<file path="src/rtl/ctrl_pkg.sv">
// Shared control-bus layout and forward-select encodings for the MIPS pipeline.
// Imported by the decoder, the datapath and ctrl_pipe.
package ctrl_pkg;

  localparam int ALUSRC   = 7;
  localparam int ALUOP_HI = 6;
  localparam int ALUOP_LO = 5;
  localparam int REGDST   = 4;
  localparam int MEMREAD  = 3;
  localparam int MEMWRITE = 2;
  localparam int MEMTOREG = 1;
  localparam int REGWRITE = 0;

  localparam logic [7:0] BUBBLE = 8'h00;

  localparam logic [1:0] FWD_RF  = 2'b00;
  localparam logic [1:0] FWD_WB  = 2'b01;
  localparam logic [1:0] FWD_MEM = 2'b10;

endpackage

</file>
<file path="src/rtl/ctrl_pipe_forward_unit.sv">
// EX-stage operand forwarding selects; MEM result wins over WB result.
module forward_unit
  import ctrl_pkg::*;
#(
  parameter int REG_AW = 5
) (
  input  logic              mem_regwrite,
  input  logic [REG_AW-1:0] mem_wreg,
  input  logic              wb_regwrite,
  input  logic [REG_AW-1:0] wb_wreg,
  input  logic [REG_AW-1:0] ex_rs,
  input  logic [REG_AW-1:0] ex_rt,
  output logic [1:0]        fwd_a,
  output logic [1:0]        fwd_b
);

  // $0 is hard-wired, so a write to it is never a forwarding source
  function automatic logic [1:0] fwd_sel(
    input logic              m_rw,
    input logic [REG_AW-1:0] m_wr,
    input logic              w_rw,
    input logic [REG_AW-1:0] w_wr,
    input logic [REG_AW-1:0] src
  );
    if (m_rw && (m_wr != '0) && (m_wr == src)) return FWD_MEM;
    if (w_rw && (w_wr != '0) && (w_wr == src)) return FWD_WB;
    return FWD_RF;
  endfunction

  assign fwd_a = fwd_sel(mem_regwrite, mem_wreg, wb_regwrite, wb_wreg, ex_rs);
  assign fwd_b = fwd_sel(mem_regwrite, mem_wreg, wb_regwrite, wb_wreg, ex_rt);

endmodule

</file>
<file path="src/rtl/ctrl_pipe.sv">
// Carries decoder control fields through ID/EX, EX/MEM, MEM/WB, with
// load-use hazard detection and EX forwarding selects.
module ctrl_pipe
#(
  parameter int         REG_AW = 5,
  parameter logic [7:0] BUBBLE = ctrl_pkg::BUBBLE
) (
  input  logic              clk_i,
  input  logic              rst_i,
  input  logic [7:0]        Bus_i,
  input  logic              flush_i,
  input  logic [REG_AW-1:0] IDRs_i,
  input  logic [REG_AW-1:0] IDRt_i,
  input  logic [REG_AW-1:0] IDRd_i,
  output logic              EX_ALUSrc_o,
  output logic [1:0]        EX_ALUOp_o,
  output logic [REG_AW-1:0] EX_WriteReg_o,
  output logic              MEM_MemRead_o,
  output logic              MEM_MemWrite_o,
  output logic [REG_AW-1:0] MEM_WriteReg_o,
  output logic              WB_MemtoReg_o,
  output logic              WB_RegWrite_o,
  output logic [REG_AW-1:0] WB_WriteReg_o,
  output logic              Hazard_o,
  output logic [1:0]        ForwardA_o,
  output logic [1:0]        ForwardB_o
);
  import ctrl_pkg::*;

  logic [7:0]        ex_bus;
  logic [REG_AW-1:0] ex_rs, ex_rt, ex_rd, ex_wreg;
  logic              mem_rd, mem_wr, mem_m2r, mem_rw;
  logic [REG_AW-1:0] mem_wreg;
  logic              wb_m2r, wb_rw;
  logic [REG_AW-1:0] wb_wreg;
  logic              hazard, squash;

  assign ex_wreg = ex_bus[REGDST] ? ex_rd : ex_rt;
  assign hazard  = ex_bus[MEMREAD] && (ex_wreg != '0) &&
                   ((ex_wreg == IDRs_i) || (ex_wreg == IDRt_i));
  assign squash  = flush_i | hazard;

  always_ff @(posedge clk_i or posedge rst_i) begin
    if (rst_i) begin
      ex_bus   <= '0;
      ex_rs    <= '0;
      ex_rt    <= '0;
      ex_rd    <= '0;
      mem_rd   <= 1'b0;
      mem_wr   <= 1'b0;
      mem_m2r  <= 1'b0;
      mem_rw   <= 1'b0;
      mem_wreg <= '0;
      wb_m2r   <= 1'b0;
      wb_rw    <= 1'b0;
      wb_wreg  <= '0;
    end else begin
      // a squashed slot also zeroes its register fields so it can never match
      ex_bus   <= squash ? BUBBLE : Bus_i;
      ex_rs    <= squash ? '0 : IDRs_i;
      ex_rt    <= squash ? '0 : IDRt_i;
      ex_rd    <= squash ? '0 : IDRd_i;
      mem_rd   <= ex_bus[MEMREAD];
      mem_wr   <= ex_bus[MEMWRITE];
      mem_m2r  <= ex_bus[MEMTOREG];
      mem_rw   <= ex_bus[REGWRITE];
      mem_wreg <= ex_wreg;
      wb_m2r   <= mem_m2r;
      wb_rw    <= mem_rw;
      wb_wreg  <= mem_wreg;
    end
  end

  forward_unit #(.REG_AW(REG_AW)) u_fwd (
    .mem_regwrite (mem_rw),
    .mem_wreg     (mem_wreg),
    .wb_regwrite  (wb_rw),
    .wb_wreg      (wb_wreg),
    .ex_rs        (ex_rs),
    .ex_rt        (ex_rt),
    .fwd_a        (ForwardA_o),
    .fwd_b        (ForwardB_o)
  );

  assign EX_ALUSrc_o    = ex_bus[ALUSRC];
  assign EX_ALUOp_o     = ex_bus[ALUOP_HI:ALUOP_LO];
  assign EX_WriteReg_o  = ex_wreg;
  assign MEM_MemRead_o  = mem_rd;
  assign MEM_MemWrite_o = mem_wr;
  assign MEM_WriteReg_o = mem_wreg;
  assign WB_MemtoReg_o  = wb_m2r;
  assign WB_RegWrite_o  = wb_rw;
  assign WB_WriteReg_o  = wb_wreg;
  assign Hazard_o       = hazard;

endmodule

</file>
<file path="config.mk">
export PLATFORM = sky130hd
export DESIGN_NAME = ctrl_pipe
export DESIGN_NICKNAME = d
export VERILOG_FILES = /design/src/rtl/ctrl_pkg.sv /design/src/rtl/ctrl_pipe_forward_unit.sv /design/src/rtl/ctrl_pipe.sv
export SDC_FILE = /design/constraint.sdc
export NUM_CORES = 1
export LEC_CHECK = 0
export ABC_CLOCK_PERIOD_IN_PS = 2100
export BUFFER_PORTS_ARGS = -buffer_cell sky130_fd_sc_hd__buf_2
export CORE_MARGIN = 5
export CORE_UTILIZATION = 53
export CTS_BUF_LIST = sky130_fd_sc_hd__clkbuf_8
export DETAILED_ROUTE_END_ITERATION = 7
export PLACE_DENSITY = 0.92
export RECOVER_POWER = 100
export SLEW_MARGIN = 20
export SYNTH_ARGS = -nofsm -noshare
export SYNTH_HDL_FRONTEND = slang
export SYNTH_SLANG_ARGS = --single-unit
</file>
<file path="constraint.sdc">
create_clock -name clk_i -period 2.1 [get_ports clk_i]
set_input_delay 0 -clock clk_i [delete_from_list [all_inputs] [get_ports clk_i]]
set_output_delay 0 -clock clk_i [all_outputs]
set_load 0.01 [all_outputs]
</file>
; Yosys cells after proc, flatten, opt, wreduce, memory -nomap -nowiden
; Index checks and enable logic that the tools add are counted.
[word_totals]
latch_bits = 0
output_inout_bits = 27
reg_bits = 39
wordCells = 50
rom_bits = 0
in_bits = 26
mem_bits_rw = 0
memories = 0
[classes]
n_eq_ne = 6
addsub = 0
n_shift = 0
reduce_logical = 12
n_mux = 19
bitwise = 1
order_cmp = 0
div = 0
n_mul = 0
[op_table]
columns = op, count
row1 = 5-bit equality test, 6
row2 = 5-bit two-way mux, 4
row3 = 2-bit two-way mux, 8
row4 = 5-bit nonzero test, 3
row5 = 1-bit logical AND, 8
row6 = 8-bit two-way mux, 1
row7 = 1-bit two-way mux, 6
row8 = 1-bit logical OR, 1
row9 = 1-bit bitwise OR, 1

; Depth between registers and ports, before layout
[logic_depth]
ltp_word = 7
ltp_mapped = 8
ltp_nobuf = 6

; Hierarchy
; From an unflattened synthesis, not the netlist that was laid out.
[unflattened]
cells_unflattened = 131
hier_area_um2 = 1711.6
[by_module_without_submodules]
columns = mod, seq_area_each_um2, instances, cells_per_inst, area_each_um2
row1 = ctrl_pipe, 975.9, 1, 97, 1441.4
row2 = forward_unit, 0.0, 1, 34, 270.3

; Worst setup path after synthesis
; Ideal clock, no wire load.
[synth_path]
path_kind = flip-flop to flip-flop
start = reg ex_bus[4]
end = reg ex_rd[0]
setup_slack_ns = 0.387
path_buffers = 2
period_less_slack_ns = 1.713
t_required_ns = 1.956
path_stages_with_launch = 9
setup_time_ns = 0.144
arrival_time_ns = 1.569
cell_sequence = dfrtp_1 > buf_6 > mux2i_4 > xnor2_1 > nor3_2 > nand3_1 > a21oi_4 > buf_6 > nor3b_2
[synth_between]
elab_chain_cells = 6
word_cells_on_any_way = 9
cone_classes = eq/ne: 2 / mux: 2 / bitwise: 1 / reduce/logical: 4
[synth_lines]
columns = element, line_no
row1 = from (decl), ctrl_pipe.sv:30  ; logic [7:0] ex_bus;
row2 = from (signal assigned), ctrl_pipe.sv:59  ; ex_bus <= squash ? BUBBLE : Bus_i;
row3 = 5-bit two-way mux (*), ctrl_pipe.sv:38  ; assign ex_wreg = ex_bus[REGDST] ? ex_rd : ex_rt;
row4 = 5-bit equality test or 5-bit nonzero test (tied branches), "ctrl_pipe.sv:40, ctrl_pipe.sv:39"
row5 = 1-bit logical OR or 1-bit logical AND (tied branches), "ctrl_pipe.sv:40, ctrl_pipe.sv:39"
row6 = 1-bit logical AND (*), ctrl_pipe.sv:39  ; assign hazard = ex_bus[MEMREAD] && (ex_wreg != '0) &&
row7 = named net Hazard_o, ctrl_pipe.sv:24  ; output logic Hazard_o,
row8 = 1-bit bitwise OR (*), ctrl_pipe.sv:41  ; assign squash = flush_i | hazard;
row9 = 5-bit two-way mux (*), ctrl_pipe.sv:62  ; ex_rd <= squash ? '0 : IDRd_i;
row10 = to (signal assigned), ctrl_pipe.sv:62
row11 = to (decl), ctrl_pipe.sv:31  ; logic [REG_AW-1:0] ex_rs, ex_rt, ex_rd, ex_wreg;
; Mark *: on every way through the listed nets, which the timed path passes. The rest lies on a longest branch.

; Worst setup path in the final report
[layout_path]
start = reg ex_bus[4]
end = out Hazard_o
[layout_between]
elab_chain_cells = 4
word_cells_on_any_way = 7
cone_classes = eq/ne: 2 / mux: 1 / reduce/logical: 4
[layout_lines]
columns = element, line_no
row1 = 5-bit two-way mux (*), ctrl_pipe.sv:38
row2 = 5-bit equality test or 5-bit nonzero test (tied branches), "ctrl_pipe.sv:40, ctrl_pipe.sv:39"
row3 = 1-bit logical OR or 1-bit logical AND (tied branches), "ctrl_pipe.sv:40, ctrl_pipe.sv:39"
row4 = 1-bit logical AND (*), ctrl_pipe.sv:39
row5 = to (decl), ctrl_pipe.sv:24
; Every way passes the cells marked *; elsewhere a longest branch is shown, timed or not.

==> flow_summary.json <==
{
  "syn_nets": 155,
  "diodes": 0,
  "first_pass_iters": 4,
  "numCtsBuffers": 5,
  "wl_per_cell_um": 17.30,
  "max_cap_viol_count": 0,
  "cpPeakStageDelay_ns": 0.50,
  "final_core_util": 0.7968,
  "drive_above_1_share": 0.3379,
  "layout.cells.most_common": "dfrtp_1",
  "final.setup_skew_ns": 0.004045,
  "dieArea_um2": 4533,
  "critPathSlowestCell": "dfrtp_2",
  "path_class": "reg -> out",
  "crit_path_end_kind": "output port",
  "ys_top_cells_by_area": "dfrtp_1, xor2_1, nor3b_2",
  "worstSkewPairLatency_ns": 0.29,
  "rows": 20,
  "crit_chain": "mux2i_4 -> xnor2_1 -> nor3_1 -> nand3_1 -> a21oi_4 -> buf_6 -> buf_2",
  "synth_top_cell_by_area": "dfrtp_1",
  "clk_pin_slew_ns": 0.08,
  "core_area_um2": 3103,
  "ys_ff_latch": 39,
  "holdCritPathClass": "in -> reg",
  "synth_ff_type": "dfrtp_1",
  "path_max_fanout": 5,
  "ant_nets": 0,
  "synthArstFlopShare": 1.000,
  "crit_required_ns": 2.10,
  "p_per_area_nw_per_um2": 709.9,
  "rsz0062_at_grt": "yes",
  "tightest_slew_ns": 0.9172,
  "hold_viol": 0,
  "status": "complete, no violations",
  "netlist_area_um2": 1742,
  "synth_area_per_cell_um2": 13.50,
  "p_leak_uw": 0.001171,
  "die_y_um": 67.33,
  "area_growth_pct": 41.95,
  "period_share": 0.9989,
  "cts_tree": "built",
  "design_area_um2": 2472,
  "synth_edf_count": 0,
  "grt_pass1_wl_um": 6789,
  "cts_sinks": 39,
  "setup_viol": 0,
  "vias_per_cell": 5.125,
  "maxSlewViolCount": 0,
  "vias": 1348,
  "ys_seq_area_frac": 0.5603,
  "fmax_mhz": 476.7,
  "root_buffer": "clkbuf_8",
  "cts.htree.levels": 2,
  "io_pins": 53,
  "dp_hpwl_um": 2634,
  "synth_cell_type_count": 21,
  "placed_area_um2": 2023,
  "peakVddDrop_uv": 954.6,
  "drcViolationCount": 0,
  "antenna_found_initial": 0,
  "totalPowerFinal_uw": 1755,
  "post-route-min-period_ns": 2.098,
  "first_global_vias": 1381,
  "totalWireLength_um": 4550,
  "die_x_um": 67.33,
  "relSlewSlack": 0.3885,
  "final_nets": 244,
  "grt_max_degree": 40,
  "clk_path_buf_depth": 2,
  "drt_iter0_drc": 60,
  "mostFrequentLayoutCells": "dfrtp_1, buf_2, dlygate4sd3_1",
  "gr-usage-all-layers": 0.2069,
  "startpoint_type": "register",
  "overflow": 0,
  "synthCells": 129,
  "worst_ep_arrival_time_ns": 2.10,
  "nFillCells": 187,
  "gp_congestion": 0.8131,
  "ys_warn_count": 0,
  "initial_core_util": 0.5613,
  "whs_ns": 0.2468,
  "port_buffers": 52,
  "yosys.area.top_type_share": 0.5603
}
==> flip-flops by register name, summed over array words and instances, names as in the netlist, 5 cells and up <==
signal	cells
ex_rs	5
ex_rt	5
WB_WriteReg_o	5
ex_bus	8
MEM_WriteReg_o	5
ex_rd	5
==> stage by stage <==
| stage | worst slack, ns | TNS, ns | cells |
|---|---|---|---|
| floorplan | 0.3868 | 0 | 129 |
| global placement | 0.1683 | 0 | 221 |
| detailed placement | 0.09728 | 0 | 221 |
| CTS | 0.02679 | 0 | 255 |
| global route | -0.08069 | -0.1117 | 263 |
| finish | 0.002231 | 0 | 263 |
==> layout make-up <==
type | instances | area [um^2] | area share
clock buffer | 5 | 68.82 | 0.02783
clock inverter | 3 | 43.79 | 0.01771
inverter | 6 | 22.52 | 0.009109
multi-input combinational | 77 | 726.9 | 0.2940
sequential | 39 | 977.2 | 0.3952
tap | 44 | 55.05 | 0.02227
timing repair buffer | 89 | 578.1 | 0.2338
==> worst paths after layout <==
path	depth (start not counted)	from	endpoint	slack [ns]
min in group asynchronous	4	rst_i	ex_bus[1]	0.55
max in group asynchronous	4	rst_i	ex_bus[4]	0.93
min reg2reg	0	ex_bus[0]	mem_rw	0.35
min	2	flush_i	ex_rd[0]	0.25
max reg2reg	7	ex_bus[4]	ex_rs[0]	0.07
max	7	ex_bus[4]	Hazard_o	0.002
==> synthesized netlist by cell type, types with 3 or more instances <==
cell and number:
or4_1 4, xnor2_1 12, nor3b_2 9, nand3_1 4, buf_6 3, nor3b_1 14
dfrtp_1 39, nor4_1 4, inv_1 6, xor2_1 18
==> routing by layer <==
metal	global-route usage	vias to the layer above	share of wire
li1	-	613	-
met1	0.2332	670	0.38
met2	0.3718	54	0.53
met3	0.05990	11	0.063
met4	0.07089	0	0.033
met5	0	-	0
==> power by group <==
group | switching (uW) | total (uW) | leakage, uW | internal, uW
logic | 137 | 291 | 0.000611 | 154
registers | 53.2 | 849 | 0.000502 | 796
clock network | 262 | 615 | 0.0000581 | 353
total | 452 | 1760 | 0.00117 | 1300
==> critical path, delay by kind of cell (launching register included) <==
| kind | cells | cell delay, ns |
|---|---|---|
| AND/OR/NAND/NOR | 2 | 0.42 |
| buffers and inverters | 2 | 0.25 |
| flip-flops | 1 | 0.50 |
| AO/OA/AOI/OAI | 1 | 0.21 |
| multiplexers | 1 | 0.32 |
| XOR/XNOR | 1 | 0.09 |
==> logic make-up (layout without fill, tap and decap cells) <==
logic type      count (synthesis)  count (layout)  synth area share
compound gates                  4               4           0.01796
flops                          39              39            0.5603
mux                             5               5           0.04526
simple gates                   38              38            0.1803
xor+xnor                       30              30            0.1509
buf+inv                        13             103           0.04526
==> timing repair <==
item	4_1_cts	5_1_grt
pin swaps	0	5
resized for setup	4	4
setup buffers	2	8
setup endpoints to repair	1	18
hold buffers	24	0
hold endpoints to repair	62	0
No activity file was read; power rests on OpenSTA's default activity.
